[config.mk]
export PLATFORM = sky130hd
export DESIGN_NAME = scan_display_ctrl
export DESIGN_NICKNAME = d
export VERILOG_FILES = /design/src/rtl/scan_display_ctrl.sv
export SDC_FILE = /design/constraint.sdc
export NUM_CORES = 1
export LEC_CHECK = 0
export CAP_MARGIN = 25
export CORE_MARGIN = 10
export CORE_UTILIZATION = 46
export DETAILED_ROUTE_END_ITERATION = 8
export PLACE_DENSITY = 0.66
export SYNTH_ARGS = -nofsm -noshare
export SYNTH_HDL_FRONTEND = slang
export SYNTH_HIERARCHICAL = 1
export SYNTH_SLANG_ARGS = --single-unit
[constraint.sdc]
create_clock -name clk -period 5.25 [get_ports clk]
set_clock_uncertainty 0.15 [all_clocks]
set_input_delay 1.05 -clock clk [delete_from_list [all_inputs] [get_ports clk]]
set_output_delay 1.05 -clock clk [all_outputs]
set_load 0.01 [all_outputs]
[src/rtl/scan_display_ctrl.sv]
// -----------------------------------------------------------------------------
// scan_display_ctrl
//
// Time-multiplexed driver for a four-digit hexadecimal 7-segment display.
// The four nibbles of a 16-bit value share one segment bus. One active-low
// digit enable is pulled low at a time, scanning digits 3, 2, 1, 0.
//
// Before each digit is lit, every enable is held off for BLANK_TICKS cycles.
// This stops ghosting while the segment bus changes between digits.
//
// New values are double-buffered, so a frame never shows half of one value
// and half of another.
//
// Ports:
//   clk        system clock
//   rst        asynchronous, active-high reset
//   en         scan enable; 0 keeps the display dark
//   value_in   value to display (four hex nibbles)
//   load       one-cycle strobe that captures value_in
//   seg_out    shared segment bus, active-low (decoded nibble or BLANK_SEG)
//   an_out     active-low digit enables; an_out[3] shows value[15:12]
//   digit_sel  index of the digit that currently owns the bus
//   pending    a loaded value is waiting for the next frame boundary
//   frame_done one-cycle pulse after each complete 4-digit frame
// -----------------------------------------------------------------------------

// Hex nibble to active-low segment pattern. Bit order is {g,f,e,d,c,b,a}.
module decoder_7_seg (
  input  logic [3:0] nibble,
  output logic [6:0] seg
);
  always_comb begin
    seg = 7'h7F;
    case (nibble)
      4'h0: seg = 7'h40;
      4'h1: seg = 7'h79;
      4'h2: seg = 7'h24;
      4'h3: seg = 7'h30;
      4'h4: seg = 7'h19;
      4'h5: seg = 7'h12;
      4'h6: seg = 7'h02;
      4'h7: seg = 7'h78;
      4'h8: seg = 7'h00;
      4'h9: seg = 7'h10;
      4'hA: seg = 7'h08;
      4'hB: seg = 7'h03;
      4'hC: seg = 7'h46;
      4'hD: seg = 7'h21;
      4'hE: seg = 7'h06;
      4'hF: seg = 7'h0E;
      default: seg = 7'h7F;
    endcase
  end
endmodule

module scan_display_ctrl #(
  parameter int          N           = 16,
  parameter int          DIGIT_TICKS = 50000,
  parameter int          BLANK_TICKS = 500,
  parameter int          LZ_SUPPRESS = 1,
  parameter logic [6:0]  BLANK_SEG   = 7'h7F
) (
  input  logic         clk,
  input  logic         rst,
  input  logic         en,
  input  logic [N-1:0] value_in,
  input  logic         load,
  output logic [6:0]   seg_out,
  output logic [3:0]   an_out,
  output logic [1:0]   digit_sel,
  output logic         pending,
  output logic         frame_done
);

  localparam int MAXT = (DIGIT_TICKS > BLANK_TICKS) ? DIGIT_TICKS : BLANK_TICKS;
  localparam int CW   = (MAXT > 1) ? $clog2(MAXT) : 1;
  localparam logic [CW-1:0] DIGIT_LAST = CW'(DIGIT_TICKS - 1);
  localparam logic [CW-1:0] BLANK_LAST = CW'(BLANK_TICKS - 1);

  typedef enum logic [1:0] {
    IDLE  = 2'd0,
    BLANK = 2'd1,
    SHOW  = 2'd2
  } state_t;

  state_t         state, state_n;
  logic [CW-1:0]  cnt, cnt_n;
  logic [1:0]     dsel_n;
  logic [N-1:0]   disp, disp_n;
  logic [N-1:0]   pval, pval_n;
  logic           pend_n;
  logic           frame_end;
  logic [3:0]     nib_n;
  logic [6:0]     dec_seg;
  logic           suppress_n;
  logic [3:0]     an_n;
  logic [6:0]     seg_n;

  // Scan sequencer. Every digit slot is BLANK_TICKS cycles off, then
  // DIGIT_TICKS cycles lit. The 0 -> 3 wrap goes straight into BLANK, so a
  // frame is exactly 4*(BLANK_TICKS+DIGIT_TICKS) cycles.
  always_comb begin
    state_n   = state;
    cnt_n     = cnt;
    dsel_n    = digit_sel;
    frame_end = 1'b0;
    if (!en) begin
      state_n = IDLE;
      cnt_n   = '0;
      dsel_n  = 2'd3;
    end else begin
      case (state)
        IDLE: begin
          state_n = BLANK;
          cnt_n   = '0;
          dsel_n  = 2'd3;
        end
        BLANK: begin
          if (cnt == BLANK_LAST) begin
            state_n = SHOW;
            cnt_n   = '0;
          end else begin
            cnt_n = cnt + CW'(1);
          end
        end
        SHOW: begin
          if (cnt == DIGIT_LAST) begin
            state_n = BLANK;
            cnt_n   = '0;
            if (digit_sel == 2'd0) begin
              frame_end = 1'b1;
              dsel_n    = 2'd3;
            end else begin
              dsel_n = digit_sel - 2'd1;
            end
          end else begin
            cnt_n = cnt + CW'(1);
          end
        end
        default: begin
          state_n = IDLE;
          cnt_n   = '0;
          dsel_n  = 2'd3;
        end
      endcase
    end
  end

  // Load handshake. A load strobe is always accepted; there is no back-pressure.
  // While scanning, the value waits in pval until the frame-end edge. A strobe
  // on the frame-end edge itself bypasses the buffer. The buffer is also
  // bypassed when the display is dark. The newest strobe always wins.
  always_comb begin
    disp_n = disp;
    pval_n = pval;
    pend_n = pending;
    if (load && (!en || frame_end)) begin
      disp_n = value_in;
      pend_n = 1'b0;
    end else if (frame_end && pending) begin
      disp_n = pval;
      pend_n = 1'b0;
    end else if (load) begin
      pval_n = value_in;
      pend_n = 1'b1;
    end
  end

  // The output decode uses the next-cycle values, so every output comes
  // straight from a register and lines up with the state it belongs to.
  always_comb begin
    nib_n = disp_n[3:0];
    case (dsel_n)
      2'd3: nib_n = disp_n[15:12];
      2'd2: nib_n = disp_n[11:8];
      2'd1: nib_n = disp_n[7:4];
      default: nib_n = disp_n[3:0];
    endcase
  end

  decoder_7_seg u_dec (
    .nibble (nib_n),
    .seg    (dec_seg)
  );

  // A digit is a leading zero when it and every digit above it are zero.
  // Digit 0 is never blanked, so a value of 0 still shows "0".
  always_comb begin
    suppress_n = 1'b0;
    if (LZ_SUPPRESS != 0) begin
      case (dsel_n)
        2'd3: suppress_n = (disp_n[15:12] == 4'h0);
        2'd2: suppress_n = (disp_n[15:8] == 8'h00);
        2'd1: suppress_n = (disp_n[15:4] == 12'h000);
        default: suppress_n = 1'b0;
      endcase
    end
  end

  always_comb begin
    an_n  = 4'hF;
    seg_n = BLANK_SEG;
    if (state_n == SHOW) begin
      an_n[dsel_n] = 1'b0;
      seg_n        = suppress_n ? BLANK_SEG : dec_seg;
    end
  end

  always_ff @(posedge clk or posedge rst) begin
    if (rst) begin
      state      <= IDLE;
      cnt        <= '0;
      digit_sel  <= 2'd3;
      disp       <= '0;
      pval       <= '0;
      pending    <= 1'b0;
      an_out     <= 4'hF;
      seg_out    <= BLANK_SEG;
      frame_done <= 1'b0;
    end else begin
      state      <= state_n;
      cnt        <= cnt_n;
      digit_sel  <= dsel_n;
      disp       <= disp_n;
      pval       <= pval_n;
      pending    <= pend_n;
      an_out     <= an_n;
      seg_out    <= seg_n;
      frame_done <= frame_end;
    end
  end

endmodule

==> qor.yml <==
die:
  die_w_um: 111
  row_count: 33
  design.die.area_um2: 12300
  start_util: 0.469
  coreArea_um2: 8130
  pin_count: 35
  die_h_um: 111
logic_synthesis:
  async_flop_share: 1.00
  synth_top_family_by_area: "compound AO/OA/AOI/OAI gates"
  syn_avg_cell_area_um2: 10.2
  postSynthCellCount: 373
  synth_compound_area_frac: 0.168
  synth-seq-area-share: 0.430
  synth_top_cell_by_area: "dfrtp_1"
  synth_warnings: 6
  synth_area_leaders: "dfrtp_1, dfstp_2, mux2i_1, mux2_2, ha_1"
  synth_xor_area_frac: 0.0321
  synth_ff_type: "dfrtp_1"
  ys_ff_latch: 65
  synth_cell_types: 59
  synth_nets: 406
  synthAdderAreaFrac: 0.0426
  synth.top_cell.area_share: 0.341
  synthSimpleGateAreaFrac: 0.163
  synthMuxAreaShare: 0.112
  synth-edff-count: 0
  synth_area_um2: 3820
drt:
  drtPass1Iterations: 5
  ant_nets: 0
  first_iter_violations: 174
  num_vias: 2973
  viasPerCell: 5.73
  route.detailed.drc: 0
  drt-total-wl_um: 9100
  avgRoutedWirePerCell_um: 17.5
clocking:
  clk_pin_slew_ns: 0.07
  cts_made_buffers: 9
  cts_setup_buffers: 0
  cts_tree: "built"
  cts_max_level: 3
  clk_latency_ns: 0.35
  clock-sinks: 65
  cts_resized: 0
  cts_root_buf: "clkbuf_8"
  cts-hold-fix-buffers: 0
  clockBufferDepth: 2
global_route:
  gr-total-overflow: 0
  grt_pass1_vias: 2975
  antenna_found_initial: 0
  grt_pass1_wl_um: 15100
  grt_max_degree: 41
  track_usage: 0.148
place:
  portBuffers: 34
  dpl.hpwl_um: 6650
  gp_congestion: 0.921
sta:
  fin_crit_ns: 4.65
  slew_violations: 0
  worst_slew_pin_slew_ns: 0.891
  rsz0062_at_grt: "no"
  slew_headroom: 0.399
  setup_tns_ns: 0
  finalHoldViolCount: 0
  finalSetupViolations: 0
  period_share: 0.886
  max_freq_ghz: 0.215
power_and_ir_drop:
  power_frac_clock: 0.370
  power_mw: 1.29
  ir_drop_uv: 139
  switching_power_mw: 0.365
  seqPwrFrac: 0.436
  power_frac_comb: 0.194
  p_int_mw: 0.925
  power.density_nw_per_um2: 286
  sw_frac_of_total: 0.283
  p_leak_nw: 1.89
final_layout:
  antenna_cells: 0
  fin_nets: 442
  syn2layout_area_growth_pct: 18.2
  drive_gt1_frac: 0.179
setup_path:
  critPathLaunchType: "input port"
  cp-end-kind: "register"
  path_class: "in -> reg"
  crit_arrival_ns: 4.77
  cp_data_required_time_ns: 5.37
  path_max_fanout: 10
run:
  drv_cap: 0
outcome:
  outcome: "finished, final reports clean"
worst_hold_path:
  hp-class: "reg -> reg"
-- path summary, 6_finish.rpt --
path                            startpoint          to  slack [ns]  depth (start not counted)
worst max-delay path                    en  seg_out[3]        0.60                         13
worst min-delay path                cnt[0]      cnt[0]        0.32                          1
worst max register to register    state[0]  seg_out[3]        0.72                         15
worst min register to register      cnt[0]      cnt[0]        0.32                          1
max in group asynchronous              rst     disp[6]        3.10                          3
min in group asynchronous              rst      cnt[3]        0.92                          2
-- cell type report --
class                   count  area, um2
repair buffers             44        415
well taps                 105        131
clock inverters             3       25.0
fillers                   696       3620
flip-flops and latches     65       1640
multi-input cells         262       1990
inverters                  27        101
clock buffers              13        213
-- layout by cell type, fill, tap and decap left out, types with 6 or more instances in the layout --
cell type	count
dfrtp_1	52
clkdlybuf4s50_1	34
nor2_1	28
inv_1	25
mux2i_1	21
mux2_2	17
nand3_1	16
a21oi_1	14
nor3_1	14
a211oi_1	13
ha_1	13
dfstp_2	13
nand2_1	12
and2_1	10
clkbuf_8	10
buf_4	10
o21ai_0	9
xor2_1	9
and3_1	8
a31oi_1	8
a41oi_1	7
o21a_1	6
-- layer usage --
layer | up-vias | wire, um | GRT usage
li1 | 1442 | - | -
met1 | 1447 | 4210 | 0.193
met2 | 70 | 4310 | 0.235
met3 | 14 | 410 | 0.0308
met4 | 0 | 159 | 0.0531
met5 | - | 0 | 0
-- critical path, stage by stage --
cell and delay, ns:
clkdlybuf4s50_1 0.71, and2_0 0.39, o211ai_1 0.13, o22ai_1 0.41, o21a_1 0.22, mux2i_1 0.10, mux2i_1 0.40, inv_1 0.19
ha_1 0.32, inv_1 0.04, mux4_1 0.50, nor3_1 0.20, a21oi_1 0.10
-- synth_stat cells (12+ instances only) --
library cell	instances
nand3_1	16
nor3_1	14
inv_1	26
ha_1	13
mux2i_1	21
mux2_2	17
dfstp_2	13
dfrtp_1	52
a211oi_1	13
nor2_1	28
a21oi_1	14
nand2_1	12
-- power by group through the flow --
stage               clock network (mW)  registers, mW  logic [mW]
finish                           0.478          0.563       0.250
global route                     0.510          0.568       0.274
CTS                              0.486          0.562       0.250
detailed placement                   0          0.571       0.248
global placement                     0          0.572       0.244
floorplan                            0          0.563       0.179
-- state kept, by name (all words and copies together) (netlist names) --
name	flops
state	2
seg_out	7
disp	16
pval	16
frame_done	1
an_out	4
digit_sel	2
cnt	16
pending	1
-- per-stage QoR --
step                      utilization  instances  hold WS (ns)  cell area, um2  setup slack, ns
after global routing            0.555        519         0.342            4510            0.282
after global placement          0.525        502         0.300            4270            0.359
after CTS                       0.555        519         0.323            4510            0.670
after detailed placement        0.526        503         0.312            4280            0.310
after floorplan                     -        373         0.283            3820             1.19
final                           0.555        519         0.319            4510            0.599
-- kinds of logic (layout without fill, tap and decap cells) --
logic type | after synthesis | after routing
compound gates | 86 | 86
simple gates | 110 | 110
buf+inv | 46 | 87
fa+ha+maj | 13 | 13
xor+xnor | 14 | 14
flops | 65 | 65
mux | 39 | 39
(Power assumes the default switching activity.)
